$ cat src/rtl/hls_mul_share_arb.sv
// Round-robin arbiter sharing one external 16x16 signed multiplier among NUM_REQ
// requesters, with a two-stage valid/ready pipeline and tagged result return.
module hls_mul_share_arb #(
    parameter int NUM_REQ = 4,
    parameter int ID_W    = 2
) (
    input  logic                  ap_clk,
    input  logic                  ap_rst_n,
    input  logic [NUM_REQ-1:0]    req_valid,
    output logic [NUM_REQ-1:0]    req_ready,
    input  logic [16*NUM_REQ-1:0] req_a,
    input  logic [16*NUM_REQ-1:0] req_b,
    output logic [15:0]           mul_a,
    output logic [15:0]           mul_b,
    input  logic [15:0]           mul_p,
    output logic                  resp_valid,
    input  logic                  resp_ready,
    output logic [ID_W-1:0]       resp_id,
    output logic [15:0]           resp_p,
    output logic                  busy,
    output logic [31:0]           ops_done
);

    localparam int PTR_W = $clog2(NUM_REQ);

    logic              s1_valid;
    logic [ID_W-1:0]   s1_id;
    logic [PTR_W-1:0]  rr_ptr;
    logic [PTR_W-1:0]  win;
    logic [PTR_W-1:0]  nxt_ptr;
    logic              found;
    logic              hs;
    logic              adv1;
    logic              adv2;
    logic [15:0]       a_arr [NUM_REQ];
    logic [15:0]       b_arr [NUM_REQ];

    for (genvar g = 0; g < NUM_REQ; g++) begin : g_unpack
        assign a_arr[g] = req_a[16*g +: 16];
        assign b_arr[g] = req_b[16*g +: 16];
    end

    assign adv2 = !resp_valid || resp_ready;
    assign adv1 = !s1_valid || adv2;
    assign busy = s1_valid || resp_valid;

    // Search starts at rr_ptr and wraps; first valid requester wins.
    always_comb begin
        logic [PTR_W-1:0] idx;
        found = 1'b0;
        win   = '0;
        for (int unsigned k = 0; k < NUM_REQ; k++) begin
            idx = PTR_W'((32'(rr_ptr) + k) % NUM_REQ);
            if (!found && req_valid[idx]) begin
                found = 1'b1;
                win   = idx;
            end
        end
    end

    assign hs      = found && adv1 && ap_rst_n;
    assign nxt_ptr = (win == PTR_W'(NUM_REQ - 1)) ? '0 : win + 1'b1;

    always_comb begin
        req_ready = '0;
        if (hs)
            req_ready[win] = 1'b1;
    end

    always_ff @(posedge ap_clk) begin
        if (!ap_rst_n) begin
            s1_valid   <= 1'b0;
            s1_id      <= '0;
            rr_ptr     <= '0;
            mul_a      <= '0;
            mul_b      <= '0;
            resp_valid <= 1'b0;
            resp_id    <= '0;
            resp_p     <= '0;
            ops_done   <= '0;
        end else begin
            if (adv1) begin
                if (hs) begin
                    s1_valid <= 1'b1;
                    s1_id    <= ID_W'(win);
                    mul_a    <= a_arr[win];
                    mul_b    <= b_arr[win];
                    rr_ptr   <= nxt_ptr;
                end else begin
                    s1_valid <= 1'b0;
                end
            end
            if (adv2) begin
                resp_valid <= s1_valid;
                if (s1_valid) begin
                    resp_p  <= mul_p;
                    resp_id <= s1_id;
                end
            end
            if (resp_valid && resp_ready)
                ops_done <= ops_done + 32'd1;
        end
    end

endmodule

$ cat config.mk
export PLATFORM = sky130hd
export DESIGN_NAME = hls_mul_share_arb
export DESIGN_NICKNAME = d
export VERILOG_FILES = /design/src/rtl/hls_mul_share_arb.sv
export SDC_FILE = /design/constraint.sdc
export NUM_CORES = 1
export LEC_CHECK = 0
export CAP_MARGIN = 5
export CORE_AREA = 2 2 113 115
export DETAILED_ROUTE_END_ITERATION = 6
export DIE_AREA = 0 0 115 117
export GPL_TIMING_DRIVEN = 0
export HOLD_SLACK_MARGIN = 0.02
export PLACE_DENSITY = 0.8
export SLEW_MARGIN = 10
export SYNTH_ARGS = -nofsm -noshare
export SYNTH_HDL_FRONTEND = slang
export SYNTH_SLANG_ARGS = --single-unit
$ cat constraint.sdc
create_clock -name ap_clk -period 2.8 [get_ports ap_clk]
set_clock_uncertainty 0.1 [all_clocks]
set_input_delay 0.84 -clock ap_clk [delete_from_list [all_inputs] [get_ports ap_clk]]
set_output_delay 0.84 -clock ap_clk [all_outputs]
set_load 0.005 [all_outputs]
======== After elaboration in Yosys (flattened, before gate mapping) ========
Index checks and enable logic that the tools add are counted.
cells by class
  $add $sub $neg .......................... 5
  $lt $le $gt $ge ......................... 7
  equal/unequal tests ..................... 1
  mux-type cells .......................... 27
  bitwise logic cells ..................... 1
  reduce and logical (&&, ||, !) cells .... 17
operators with widths
  cell                   number
  $bmux 16 s2            2
  $mux 16                4
  $add 32x1->32 const B  1
  $lt 2x3->1 const B     5
  $mux 1                 10
  $mux 2                 5
  $bmux 1 s2             4
  $logic_and 1x1->1      7
  $logic_not 1->1        5
  $add 2x1->2 const B    2
  $add 2x2->2 const B    2
  $mux 4                 1
  $reduce_and 2->1       2
  $ge 3x3->1 const B     1
  $logic_or 1x1->1       3
  $not 2->3              1
  $demux 1 s2            1
  $eq 2x2->1 const B     1
  $ge 2x1->1 const B     1
storage, ports and cells
  register bits after elaboration ......... 88
  bits of input ports ..................... 151
  output and inout port bits .............. 88
  logic and storage cells ................. 67

======== Longest topological paths before layout ========
  depth in word-level cells ............... 17
  mapped depth ............................ 10
  gate-level depth less buffers ........... 8

======== Worst setup path after synthesis ========
No wires, ideal clock.
  kind .................................... in2out
  from .................................... input port req_valid[2]
  to ...................................... output port req_ready[3]
  arrival ................................. 2059 ps
  required time ........................... 1860 ps
  path slack .............................. -199 ps
  stages on the path ...................... 8
  path buffers ............................ 2
  cell sequence ........................... and2b_1 > nor3b_2 > o22ai_1 > buf_2 > buf_2 > inv_1 > ha_1 > and3_1
on the way
  word-level cells in the longest chain between the ends .. 17
  elaborated cells between the ends (all ways) .. 30
  classes of those cells .................. 2 x order compare; 19 x mux; 9 x reduce/logical
ends and longest elaborated chain
  element                                                                line  source
  from (decl)                                                            9     input logic [NUM_REQ-1:0] req_valid,
  $bmux 1 s2                                                             54    if (!found && req_valid[idx]) begin
  $mux 1 (implied by the code)                                           54
  $mux 1                                                                 54
  $logic_not 1->1                                                        54
  $logic_and 1x1->1                                                      54
  $mux 1                                                                 54
  $logic_not 1->1                                                        54
  $logic_and 1x1->1                                                      54
  $mux 1                                                                 54
  $logic_not 1->1                                                        54
  $logic_and 1x1->1                                                      54
  $mux 2                                                                 54
  $lt 2x3->1 (implied by the code) / $ge 2x1->1 (equally long branches)  67    req_ready[win] = 1'b1;
  $logic_and 1x1->1 (implied by the code)                                67
  $mux 1 (implied by the code)                                           67
  $demux 1 s2                                                            67
  $mux 4 (*)                                                             66    if (hs)
  to (decl)                                                              10    output logic [NUM_REQ-1:0] req_ready,
Mark *: on every way between the ends. The rest lies on a longest branch, timed or not. The select of a mux whose other input is x is not followed.

======== Final worst setup path ========
  from .................................... input port req_valid[2]
  to ...................................... output port req_ready[1]
Same word-level chain as after synthesis.

==> out/summary.md <==
Total via count after detailed routing: 4729. After detailed routing, the total wire length is 15.0 mm. Leaving out fill and tap cells, the most frequent cell in the layout is clkdlybuf4s50_1.

In this run, the number of DRC markers left after iteration 0 of detailed routing was 266. The period utilization came out at 110%. The via count of the first global-routing pass was 4557; the overall die width was 115 um. Walking the worst path, the cells encountered are buf_8 -> and2b_2 -> nor3b_2 -> o22ai_1 -> buf_6 -> buf_4 -> nor3_4 -> buf_6 -> buf_6. Critical path buffer and inverter count: 5.

The run gives 0 as the number of failing hold endpoints at the final stage. The reg-to-reg critical path startpoint is rr_ptr[0]$_SDFFE_PN0P_. The floorplan has 41 rows.

The number of warnings reported in the yosys synthesis log is 0. The setup path with the least slack is of type input pin to output pin. The endpoint of the worst register-to-register path is mul_b[8]$_SDFFE_PN0P_.

The minimum period implied by the final worst setup slack works out to 3.07 ns. The global routing usage summed across all routing layers was 21.6%; the die height was 117 um. The cell type group with the largest total delay on the critical path is buffers and inverters. The synthesized netlist occupies a cell area of 0.00420 mm2. Across all register-to-register paths, the minimum setup slack is 0.45 ns. The number of buffers inserted by hold repair at cts was 0; the H-tree level count was 3. For the cell count after synthesis, the log shows 516. The worst hold margin was 0.353 ns; the top-area cell type share of the netlist area was 42.0%. Buffers placed on the I/O ports in this run total 238. Master cell of the clock root buffer: clkbuf_16. For this configuration, the core starts out at a cell density of 34.1%. The post-synthesis to final-layout area growth works out to 75.4%. On the critical path, the stage with the largest delay is an instance of and2b_2.

Wire length of the first global-routing pass: 22.7 mm. The worst-case IR drop observed on VDD is 0.255 mV. For the count of clock tree sinks, the log shows 88. Once detail routing completed, the nets flagged for antenna violations numbered 0. Slew at the pin closest to its max-slew limit: 0.853 ns.

The tools report the area of the core as 0.0123 mm2. The run gives 2.82 nW as the total leakage power. The flow ran to the end, but the final reports show violations. The highest metal layer used by the detailed router is met4. The path with the worst hold slack has its endpoint at resp_p[15]$_SDFFE_PN0P_. Clock-pin slew was measured on the worst setup and hold paths at 0.07 ns. The tools report the share of the core filled with cells in the final layout as 59.8%.

Among all flip-flop cells after synthesis, the most frequent one is dfxtp_1. The first TritonRoute pass finished after 6 iterations. Final estimated routing congestion in global placement: 0.819.

In this run, synthesis produced a sequential element count of 88. Sum of met3 wire segment lengths after detailed routing: 976 um. The die covers 0.0135 mm2.

A synthesized cell averages 8.14 um2. The post-synthesis cell type count was 45; the highest fanout seen on the critical path was 4. The longest clock path from root to sink contains 2 buffers.

For the final-report max-slew violation count, the log shows 0. The path class of the tightest hold or removal check is register to register. The category of the worst setup path capture point is an output pin. For the final worst slack, the log shows -0.271 ns. The worst pin sits at a relative slew slack of 42.7%. The number of cells on the critical path is 9, and the total global routing overflow is 0. The number of nets in the synthesized netlist was 669. After detailed routing, the wire length on met1 is 6.05 mm. The remaining design rule violation count came out at 0. Sorting the synthesized cells by area gives the leading types as dfxtp_1 42%, a21oi_1 9.9%, mux2i_1 7.6%. The run gives 0 as the number of maximum-capacitance constraint violations.

Cell taking the most area after synthesis: dfxtp_1. For this run, the top clock speed supported by timing is 326 MHz. The worst hold path passes through 2 cells. The final-stage net count was 938. The initial antenna violation count was 1. Yosys mapped a number of flops with a built-in enable equal to 0. The HPWL after detailed placement is 11.1 mm.

239 I/O pins were placed. After detailed routing, the number of vias per cell comes to 5.03. For this design the ratio of total power to cell area is 525 mW/mm2.

The share of synthesized flip-flops with an asynchronous set or reset works out to 0%. The data required time at the worst endpoint is 1.86 ns. The library cells used most frequently in the layout, excluding fill and tap cells, are 228 x clkdlybuf4s50_1, 88 x dfxtp_1, 83 x a21oi_1, 75 x nand2_1, 33 x nor2_1. For the count of endpoints failing setup in the final report, the log shows 4. The sequential share of the synthesized area came out at 42.0%. Entering global routing, the biggest net connects 16 pins. The cell seen most often among critical-path stages is buf_6. Clock latency on the worst-skew pair, taken at its later pin, is 0.33 ns. Counting the buffers created by CTS gives 9. The worst setup path is launched from an input pin.

The share of layout cells above drive strength 1 is 10.5%. For the worst setup path, the data arrival time is 2.13 ns. After detailed routing, the average wire length per cell comes to 15.9 um. In this run the most critical hold path is launched from resp_p[15]$_SDFFE_PN0P_. In this design, the stage delay of the slowest critical-path cell is 0.22 ns. Setup repair after global routing could not meet its margin everywhere.

Timing analysis after detailed placement gives a worst setup slack of -1.40 ns. The checks that failed: negative setup slack. TritonCTS built the clock tree. Wire segments on met2 add up to 7.77 mm in the final route. The timing startpoint of the critical path was req_valid[2].

The worst register-to-register path has a depth of 12.
worst max-delay path by stage:
stage,end,slack (ns)
global placement,req_ready[2],-1.37
detailed placement,req_ready[2],-1.40
global route,req_ready[1],-0.33
floorplan,req_ready[3],-0.04
finish,req_ready[1],-0.27
CTS,req_ready[3],-0.24
metrics by stage:
step / std cells / total power [mW] / setup TNS (ns) / instance area (um2)
after global placement: 904 / 2.55 / -17.97 / 6810
after CTS: 941 / 3.90 / -0.605 / 7370
after detailed placement: 904 / 2.56 / -19.50 / 6810
after floorplan: 516 / 1.96 / -0.0443 / 4240
final: 941 / 3.87 / -0.714 / 7360
after global routing: 941 / 4.05 / -0.976 / 7360
logic make-up after synthesis:
logic type / after synthesis / synth area share (%)
and+or+nand+nor: 191 / 22.3
AOI/OAI and AO/OA: 142 / 18.9
DFF: 88 / 42.0
buffers and inverters: 38 / 3.82
muxes: 32 / 7.63
xor gates and xnor gates: 23 / 4.80
adders and majority gates: 2 / 0.596
timing repair:
item | CTS | global route
gates cloned | 0 | 0
resized for setup | 73 | 1
pin swaps | 9 | 1
setup buffers | 21 | 0
setup endpoints to repair | 15 | 4
metal layers:
metal / vias to the layer above / GRT usage [%]
met1: 2179 / 25.3
li1: 2368 / -
met2: 169 / 38.6
met3: 13 / 5.46
met5: - / 0
met4: 0 / 7.15
area by class of cell:
type                            count  area [um2]
Fill cell                        1131        4950
Timing Repair Buffer              259        2530
Multi-Input combinational cell    390        2370
Sequential cell                    88        1760
Clock buffer                       10         229
Tap cell                          150         188
Buffer                             30         178
Clock inverter                      6        68.8
Inverter                            7        31.3
Antenna cell                        1        2.50
Yosys cell counts (2+ instances only):
| cell | instances |
|---|---|
| clkbuf_1 | 16 |
| and3_1 | 3 |
| or3_1 | 9 |
| nor3_1 | 4 |
| nor2_1 | 34 |
| nand2b_1 | 2 |
| buf_2 | 8 |
| a21oi_1 | 83 |
| o21ai_0 | 27 |
| nor2b_1 | 3 |
| mux2i_1 | 32 |
| nand3_1 | 33 |
| dfxtp_1 | 88 |
| inv_1 | 6 |
| xor2_1 | 16 |
| a22o_1 | 13 |
| buf_4 | 2 |
| and4_1 | 2 |
| xnor2_1 | 7 |
| nand2_1 | 76 |
| nand4_1 | 7 |
| o22ai_1 | 14 |
| ha_1 | 2 |
| buf_1 | 5 |
| and2_1 | 4 |
flip-flops by register name (all words and copies together) (netlist names):
| register | cells |
|---|---|
| resp_valid | 1 |
| mul_a | 16 |
| resp_p | 16 |
| mul_b | 16 |
| ops_done | 32 |
| resp_id | 2 |
| rr_ptr | 2 |
| s1_valid | 1 |
| s1_id | 2 |
worst register-to-register path, stage by stage, from the launching register on:
cell and delay (ns):
dfxtp_1 0.36, and2b_2 0.26, nor3b_2 0.16, o22ai_1 0.11
buf_6 0.13, buf_4 0.14, nor3_4 0.20, buf_4 0.14
buf_4 0.10, buf_4 0.13, buf_2 0.23, a21oi_1 0.09
o21ai_0 0.10
where the power goes:
part	internal, mW	total (mW)	switching (mW)
clock network	0.697	1.22	0.521
registers	1.38	1.45	0.0737
logic	0.709	1.20	0.487
total	2.79	3.87	1.08
(Power assumes the default switching activity.)
